**src/rtl/tilemap_sequencer.sv**
```systemverilog
// tilemap_sequencer
//   Walks a MAP_COLS x MAP_ROWS tile map in row-major order. It reads each
//   entry from a synchronous map RAM and issues one draw request per
//   non-skip entry. It then waits for the tile drawer to finish before
//   moving on to the next entry.
//
// Ports
//   clk, reset      system clock, synchronous active-high reset
//   start           one-cycle request to sequence the whole map (IDLE only)
//   abort           level; end the pass at the next ADVANCE
//   map_addr        map RAM read address (row*MAP_COLS + col)
//   map_data        map RAM read data, valid one cycle after map_addr
//   tile_address    tile ROM base address for the drawer
//   x_pos, y_pos    pixel origin of the tile
//   draw            one-cycle draw strobe
//   drawer_active   drawer busy flag
//   busy            high while not IDLE
//   done            one-cycle pulse at the end of every pass
//   timeout_err     sticky drawer-acknowledge timeout flag
module tilemap_sequencer #(
    parameter int         MAP_COLS    = 20,
    parameter int         MAP_ROWS    = 15,
    parameter int         TILE_PX     = 8,
    parameter logic [7:0] SKIP_CODE   = 8'hFF,
    parameter int         ACK_TIMEOUT = 15
) (
    input  logic       clk,
    input  logic       reset,
    input  logic       start,
    input  logic       abort,
    output logic [8:0] map_addr,
    input  logic [7:0] map_data,
    output logic [7:0] tile_address,
    output logic [7:0] x_pos,
    output logic [7:0] y_pos,
    output logic       draw,
    input  logic       drawer_active,
    output logic       busy,
    output logic       done,
    output logic       timeout_err
);

    localparam int COL_W = (MAP_COLS > 1) ? $clog2(MAP_COLS) : 1;
    localparam int ROW_W = (MAP_ROWS > 1) ? $clog2(MAP_ROWS) : 1;
    localparam int PX_SH = $clog2(TILE_PX);
    localparam int CNT_W = $clog2(ACK_TIMEOUT + 1);

    localparam logic [COL_W-1:0] LAST_COL = COL_W'(MAP_COLS - 1);
    localparam logic [ROW_W-1:0] LAST_ROW = ROW_W'(MAP_ROWS - 1);
    localparam logic [CNT_W-1:0] LAST_CNT = CNT_W'(ACK_TIMEOUT - 1);

    typedef enum logic [3:0] {
        IDLE,
        FETCH,
        WAIT_RAM,
        CHECK,
        ISSUE,
        WAIT_ACK,
        WAIT_DONE,
        ADVANCE,
        FINISH
    } state_t;

    state_t           state;
    logic [COL_W-1:0] col;
    logic [ROW_W-1:0] row;
    logic [7:0]       entry;
    logic [CNT_W-1:0] ack_cnt;

    // Pixel origin = tile index scaled by the tile edge, kept to 8 bits.
    logic [15:0] x_wide;
    logic [15:0] y_wide;

    always_comb begin
        x_wide = 16'(col) << PX_SH;
        y_wide = 16'(row) << PX_SH;
    end

    always_ff @(posedge clk) begin
        if (reset) begin
            state        <= IDLE;
            col          <= '0;
            row          <= '0;
            entry        <= '0;
            ack_cnt      <= '0;
            map_addr     <= '0;
            tile_address <= '0;
            x_pos        <= '0;
            y_pos        <= '0;
            draw         <= 1'b0;
            busy         <= 1'b0;
            done         <= 1'b0;
            timeout_err  <= 1'b0;
        end else begin
            draw <= 1'b0;
            done <= 1'b0;
            case (state)
                IDLE: begin
                    if (start) begin
                        col         <= '0;
                        row         <= '0;
                        map_addr    <= '0;
                        timeout_err <= 1'b0;
                        busy        <= 1'b1;
                        state       <= FETCH;
                    end
                end
                FETCH: begin
                    state <= WAIT_RAM;
                end
                WAIT_RAM: begin
                    entry <= map_data;
                    state <= CHECK;
                end
                CHECK: begin
                    if (entry == SKIP_CODE) begin
                        state <= ADVANCE;
                    end else begin
                        tile_address <= entry;
                        x_pos        <= x_wide[7:0];
                        y_pos        <= y_wide[7:0];
                        draw         <= 1'b1;
                        state        <= ISSUE;
                    end
                end
                ISSUE: begin
                    ack_cnt <= '0;
                    state   <= WAIT_ACK;
                end
                WAIT_ACK: begin
                    if (drawer_active) begin
                        state <= WAIT_DONE;
                    end else begin
                        ack_cnt <= ack_cnt + 1'b1;
                        // The counter is about to reach ACK_TIMEOUT, so abandon the tile.
                        if (ack_cnt == LAST_CNT) begin
                            timeout_err <= 1'b1;
                            state       <= ADVANCE;
                        end
                    end
                end
                WAIT_DONE: begin
                    if (!drawer_active) begin
                        state <= ADVANCE;
                    end
                end
                ADVANCE: begin
                    if (abort || (col == LAST_COL && row == LAST_ROW)) begin
                        done  <= 1'b1;
                        state <= FINISH;
                    end else begin
                        if (col == LAST_COL) begin
                            col <= '0;
                            row <= row + 1'b1;
                        end else begin
                            col <= col + 1'b1;
                        end
                        map_addr <= map_addr + 9'd1;
                        state    <= FETCH;
                    end
                end
                FINISH: begin
                    busy  <= 1'b0;
                    state <= IDLE;
                end
                default: begin
                    state <= IDLE;
                end
            endcase
        end
    end

endmodule

```
**config.mk**
```make
export PLATFORM = sky130hd
export DESIGN_NAME = tilemap_sequencer
export DESIGN_NICKNAME = d
export VERILOG_FILES = /design/src/rtl/tilemap_sequencer.sv
export SDC_FILE = /design/constraint.sdc
export NUM_CORES = 1
export LEC_CHECK = 0
export CAP_MARGIN = 20
export CORE_MARGIN = 5
export CORE_UTILIZATION = 40
export DETAILED_ROUTE_END_ITERATION = 8
export GPL_ROUTABILITY_DRIVEN = 0
export PLACE_DENSITY = 0.64
export SKIP_LAST_GASP = 1
export SLEW_MARGIN = 10
export SYNTH_ARGS = -nofsm -noshare
export SYNTH_HDL_FRONTEND = slang
export SYNTH_SLANG_ARGS = --single-unit
```
**constraint.sdc**
```tcl
create_clock -name clk -period 2.1 [get_ports clk]
set_clock_uncertainty 0.15 [all_clocks]
set_input_delay 0.42 -clock clk [delete_from_list [all_inputs] [get_ports clk]]
set_output_delay 0.42 -clock clk [all_outputs]
set_load 0.005 [all_outputs]
```
==> results of run 1 <==
[flip-flops by register name, indices dropped and copies added, names as in the netlist, 4 cells and up]
| signal | count |
|---|---|
| entry | 8 |
| col | 5 |
| row | 4 |
| tile_address | 8 |
| state | 4 |
| ack_cnt | 4 |
| y_pos | 4 |
| map_addr | 9 |
| x_pos | 5 |
[critical path, delay by kind of cell (launching register included)]
family | cells | cell delay (ns)
AOI/OAI and AO/OA | 1 | 0.11
adders and majority gates | 1 | 0.18
buffers and inverters | 1 | 0.05
DFF | 1 | 0.33
and+or+nand+nor | 3 | 1.17
[area by class of cell]
cell class | instances | area share, %
multi-input cells | 210 | 40.0
flip-flops and latches | 55 | 33.4
inverters | 9 | 1.02
repair buffers | 71 | 19.7
well taps | 77 | 2.92
clock inverters | 3 | 0.758
clock buffers | 5 | 2.09
[through the flow]
| step | power (mW) | area (sq um) |
|---|---|---|
| floorplan | 1.26 | 2560 |
| global placement | 1.35 | 3180 |
| detailed placement | 1.35 | 3180 |
| CTS | 1.95 | 3280 |
| global route | 2.01 | 3300 |
| finish | 1.92 | 3300 |
[repair_timing]
action | in CTS | in global routing
endpoints found under the setup margin | 2 | 6
pin swaps | 0 | 2
gates resized for setup | 2 | 4
buffers inserted | 0 | 1
[logic make-up after synthesis]
family / count (synthesis)
AO/OA/AOI/OAI: 65
other: 1
multiplexers: 18
buffers and inverters: 35
XOR/XNOR: 3
flip-flops: 55
AND/OR/NAND/NOR: 111
adder cells (fa/ha/maj): 6
[cells in the final DEF (no fill, tap or decap), types with 2 or more instances in the layout]
master / netlist / layout
nor2_1: 24 / 24
dfxtp_1: 55 / 53
inv_1: 9 / 9
nor3_1: 12 / 12
buf_4: 7 / 28
a2111o_1: 6 / 6
and2_1: 4 / 4
a31oi_1: 3 / 3
mux2i_1: 18 / 18
ha_1: 6 / 5
nand3_1: 12 / 12
a21oi_1: 29 / 28
clkinv_4: 0 / 2
clkdlybuf4s50_1: 0 / 42
nand4_1: 3 / 3
conb_1: 1 / 7
o2111ai_1: 6 / 6
or3_1: 4 / 3
nand2b_1: 3 / 3
nand3b_1: 2 / 2
and3_1: 4 / 4
dfxtp_2: 0 / 2
nand2_1: 33 / 33
a211oi_1: 5 / 4
o21ai_0: 8 / 8
xor2_1: 3 / 3
nor2b_1: 2 / 2
clkbuf_8: 0 / 5
[metal layers]
layer	up-vias	wire, um
met4	0	104
met5	-	0
met1	1024	2690
met2	57	2540
met3	8	284
li1	1148	-
[cell usage after synthesis, drive strengths merged, types with 5 or more instances]
| cell type | instances | share of area [%] |
|---|---|---|
| nand2 | 33 | 4.9 |
| clkbuf | 13 | 1.9 |
| inv | 9 | 1.3 |
| ha | 6 | 3.0 |
| mux2i | 18 | 7.1 |
| nor3 | 12 | 2.4 |
| dfxtp | 55 | 43 |
| nor2 | 24 | 3.5 |
| o2111ai | 6 | 2.1 |
| a2111o | 6 | 2.7 |
| a21oi | 29 | 5.7 |
| a211oi | 5 | 1.5 |
| buf | 13 | 3.2 |
| o21ai | 8 | 1.6 |
| nand3 | 12 | 2.4 |
[worst min path at each step]
stage	from	to	slack (ns)	depth (start not counted)
4_1_cts	tile_address[5]	tile_address[5]	0.31	2
3_3_place_gp	tile_address[5]	tile_address[5]	0.28	2
6_report	tile_address[5]	tile_address[5]	0.30	2
5_1_grt	tile_address[5]	tile_address[5]	0.32	2
2_1_floorplan	tile_address[5]	tile_address[5]	0.29	2
3_5_place_dp	tile_address[5]	tile_address[5]	0.29	2
[power groups by stage]
stage	registers [mW]	logic, mW	clock network, mW
5_1_grt	1.09	0.268	0.656
3_3_place_gp	1.11	0.236	0
4_1_cts	1.09	0.239	0.624
3_5_place_dp	1.11	0.237	0
6_report	1.09	0.239	0.598
2_1_floorplan	1.11	0.150	0
==> impl_metrics.json, run 1 <==
{
  "status": "completed",
  "synth_edf_count": 0,
  "antenna_found_initial": 0,
  "areaGrowthSynthToFinish_pct": 30.0,
  "synth_top_family_by_area": "simple AND/OR/NAND/NOR gates",
  "cts_sinks": 55,
  "required_ns": 2.21,
  "routedWlPerCell_um": 13.1,
  "synthMuxAreaShare_pct": 7.10,
  "dp_hpwl_um": 4110,
  "grt_max_degree": 28,
  "power_density_nw_per_um2": 583,
  "fp.dieH_um": 89.7,
  "dp.cells": 421,
  "synth_compound_area_share_pct": 16.7,
  "slowest_delay_ns": 0.56,
  "slowest_stage": "or4b_4",
  "fin_nets": 371,
  "synth_xor_area_share_pct": 1.03,
  "grt_util_met3_pct": 2.65,
  "cts_hold_buf": 0,
  "grt-ovfl-total": 0,
  "synth_simple_gate_area_share_pct": 22.2,
  "crit_path_end": "row[3]",
  "drive_above_1_share_pct": 13.9,
  "die-width_um": 89.7,
  "switching_share_pct": 26.6,
  "diodes": 0,
  "io_pins": 50,
  "seq_area_sq_um": 1100,
  "cts_root_buf": "clkbuf_8",
  "fin_setup_tns_ns": 0,
  "core_sq_um": 6280,
  "multi_input_area_sq_um": 1320,
  "start_kind": "flop",
  "grt_pass1_vias": 1984,
  "startpoint": "row[0]",
  "reg2reg_from": "row[0]",
  "fmax_mhz": 487,
  "ant_nets": 0,
  "ys_types": 43,
  "setup_ws_ns": 0.0474,
  "busiest_layer": "met2",
  "fin_cells": 430,
  "setup_viol_count_final": 0,
  "ys_ff_latch": 55,
  "leakagePower_nw": 1.34,
  "grt_use_total_pct": 14.4,
  "synth-adder-area-share_pct": 2.96,
  "numCtsBuffers": 5,
  "max-clock-path-buffers": 2,
  "initial_core_util_pct": 40.4,
  "critPathArrivalTime_ns": 2.16,
  "pre_cts_ws_ns": -0.128,
  "power_frac_seq_pct": 56.5,
  "die_area_sq_um": 8040,
  "hp-class": "flop to flop",
  "hold_viol": 0,
  "switching_power_uw": 512,
  "drtIter0Drc": 95,
  "grt_setup_unrepaired": "true",
  "avgSynthCellArea_sq_um": 8.63,
  "fillers": 609,
  "crit_path_end_kind": "flop",
  "worstRegToRegCells": 6,
  "timing.rr.end": "row[3]",
  "worstSetupPathType": "flop to flop",
  "totalWireLength_um": 5610,
  "yosys_warnings": 0,
  "grt_use_met1_pct": 19.7,
  "grt_pass1_wl_um": 9030,
  "fin_crit_sh_pct": 97.7,
  "row_count": 29,
  "postSynthCellCount": 294,
  "irDropWorstVdd_uv": 319,
  "cts_max_level": 2,
  "comb_power_share_pct": 12.4,
  "yosysSeqAreaShare_pct": 43.4,
  "setup.reg_to_reg.worst_slack_ns": 0.05,
  "vias": 2237,
  "synth_ff_type": "dfxtp_1",
  "portBuffers": 42,
  "worstPathCellList": "inv_1 -> ha_1 -> and3_1 -> or4b_4 -> or3_4 -> a21oi_2",
  "cp_max_fo": 5,
  "clock_latency_ns": 0.32,
  "async_flop_share_pct": 0,
  "drv_cap": 0,
  "gr-usage-met2_pct": 22.3,
  "clkSlewWorstSetupHoldPaths_ns": 0.10,
  "whs_ns": 0.304,
  "maxSlewViolCount": 0,
  "vias_per_cell": 5.20,
  "fin_crit_ns": 2.05,
  "cellInternalPower_mw": 1.41,
  "synth_area_sq_um": 2540,
  "power_frac_clock_pct": 31.1,
  "drc": 0,
  "utilization_pct": 52.6,
  "cts_tree": "built",
  "dr.pass1.iters": 4
}
(Power assumes the default switching activity.)
==> run 2, diff against run 1 <==
CORE_MARGIN = unset   (was 5)
CTS_CLUSTER_DIAMETER = 40   (was unset)
==> run 2 against run 1 <==
Effect of this change:
- fmax grew 1.1%
- routed wire length shrank 2.9%
- power grew 11%
- clock power grew 37%
- clock-buffer cell count grew 1
- worst hold slack is essentially flat
- sequential share of layout area shrank 0.35 points
- global-route usage grew 3.3 points
- worst setup slack gained 0.023 ns
- register-to-register slack gained 0.02 ns
- critical path type unchanged
==> impl_metrics.json, run 2 (same netlist as run 1, synthesis figures left out) <==
{
  "grt-ovfl-total": 0,
  "initial_core_util_pct": 42.1,
  "largest_register_ffs": 9,
  "worstSetupPathType": "flop to flop",
  "grt_use_total_pct": 17.7,
  "fmax_mhz": 493,
  "fin_nets": 369,
  "ant_nets": 0,
  "dr.pass1.iters": 4,
  "drive_above_1_share_pct": 14.0,
  "io_pins": 50,
  "cts_max_level": 2,
  "portBuffers": 42,
  "setup.reg_to_reg.worst_slack_ns": 0.07,
  "status": "completed",
  "die-width_um": 81.7,
  "fin_crit_sh_pct": 96.7,
  "crit_path_end_kind": "flop",
  "final_cell_mix": "53 x dfxtp_1, 42 x clkdlybuf4s50_1, 33 x nand2_1",
  "grt_setup_unrepaired": "false",
  "final_common_cell": "dfxtp_1",
  "grt_pass1_wl_um": 9180,
  "cts_tree": "built",
  "setup_viol_count_final": 0,
  "power_density_nw_per_um2": 640,
  "cts_sinks": 55,
  "routedWlPerCell_um": 12.8,
  "fp.dieH_um": 81.7,
  "hold_viol": 0,
  "critPathArrivalTime_ns": 2.14,
  "grt_pass1_vias": 2072,
  "hp-class": "flop to flop",
  "drv_cap": 0,
  "drc": 0,
  "leakagePower_nw": 1.35,
  "core_sq_um": 6030,
  "clkSlewWorstSetupHoldPaths_ns": 0.10,
  "clock_latency_ns": 0.31,
  "pre_cts_ws_ns": -0.136,
  "start_kind": "flop",
  "largestRegisters": "map_addr x9, entry x8, tile_address x8",
  "die_area_sq_um": 6670,
  "row_count": 28,
  "power_mw": 2.14,
  "max-clock-path-buffers": 2,
  "vias": 2211,
  "fin_crit_ns": 2.03,
  "irDropWorstVdd_uv": 306,
  "diodes": 0,
  "cts_hold_buf": 0,
  "grt_max_degree": 36,
  "totalWireLength_um": 5450,
  "cts_root_buf": "clkbuf_8",
  "numCtsBuffers": 5,
  "top_register": "map_addr",
  "drtIter0Drc": 90,
  "dp_hpwl_um": 3890,
  "setup_ws_ns": 0.0699,
  "antenna_found_initial": 0,
  "cp_max_fo": 7,
  "required_ns": 2.20,
  "maxSlewViolCount": 0,
  "vias_per_cell": 5.19,
  "areaGrowthSynthToFinish_pct": 31.3
}
[run 2: cell count changes in the layout (fill, tap and decap cells not counted)]
cell / before / now
or3_1: 3 / 2
clkinvlp_4: 1 / 0
bufinv_16: 0 / 2
and3_1: 4 / 3
or3_4: 1 / 2
a21oi_2: 1 / 2
a21oi_1: 28 / 27
clkbuf_1: 0 / 1
clkinv_4: 2 / 0
buf_4: 28 / 26
and3_4: 0 / 1
[run 2: area by class of cell]
cell class	instances	area, sq um
clock buffer	6	72.6
clock inverter	2	60.1
fill	567	2690
inverter	9	33.8
multi-input combinational	210	1340
sequential	55	1100
tap	75	93.8
timing repair buffer	69	636
[run 2: final timing paths]
check | from | endpoint | cells past startpoint
worst min-delay path | tile_address[5] | tile_address[5] | 2
worst min register to register | tile_address[5] | tile_address[5] | 2
worst max register to register | row[0] | row[3] | 6
worst max-delay path | row[0] | row[3] | 6
[run 2: power breakdown]
| group | internal (mW) | leakage, nW | switching [mW] | total (mW) |
|---|---|---|---|---|
| clock network | 0.477 | 0.0654 | 0.342 | 0.818 |
| logic | 0.100 | 0.844 | 0.131 | 0.231 |
| registers | 1.07 | 0.445 | 0.0203 | 1.09 |
[run 2: worst max-delay path: stages, from the launching register on]
cell and delay (ns):
dfxtp_2 0.33, inv_1 0.05, ha_1 0.19, and3_4 0.19, or4b_4 0.56, or3_4 0.39
a21oi_2 0.11
[run 2: metal layers]
metal  vias up  global-route usage [%]  wire length (um)
li1       1140                       -                 -
met2        48                    28.2              2430
met5         -                       0                 0
met4         0                    6.32                59
met1      1017                    23.9              2770
met3         6                    3.00               190
[run 2: timing repair]
action                                  in CTS  in global routing
gates resized for setup                      1                  9
setup buffers                                0                  1
pin swaps                                    0                  2
endpoints found under the setup margin       2                  4
[run 2: per-stage QoR]
step	hold slack, ns	cell area (sq um)	utilization (%)	cells	setup TNS, ns
3_3_place_gp	0.287	3160	52.5	417	-0.614
2_1_floorplan	0.291	2560	-	300	0
3_5_place_dp	0.293	3160	52.5	417	-0.923
6_report	0.304	3330	55.3	426	0
4_1_cts	0.307	3300	54.7	425	0
5_1_grt	0.340	3330	55.3	426	0
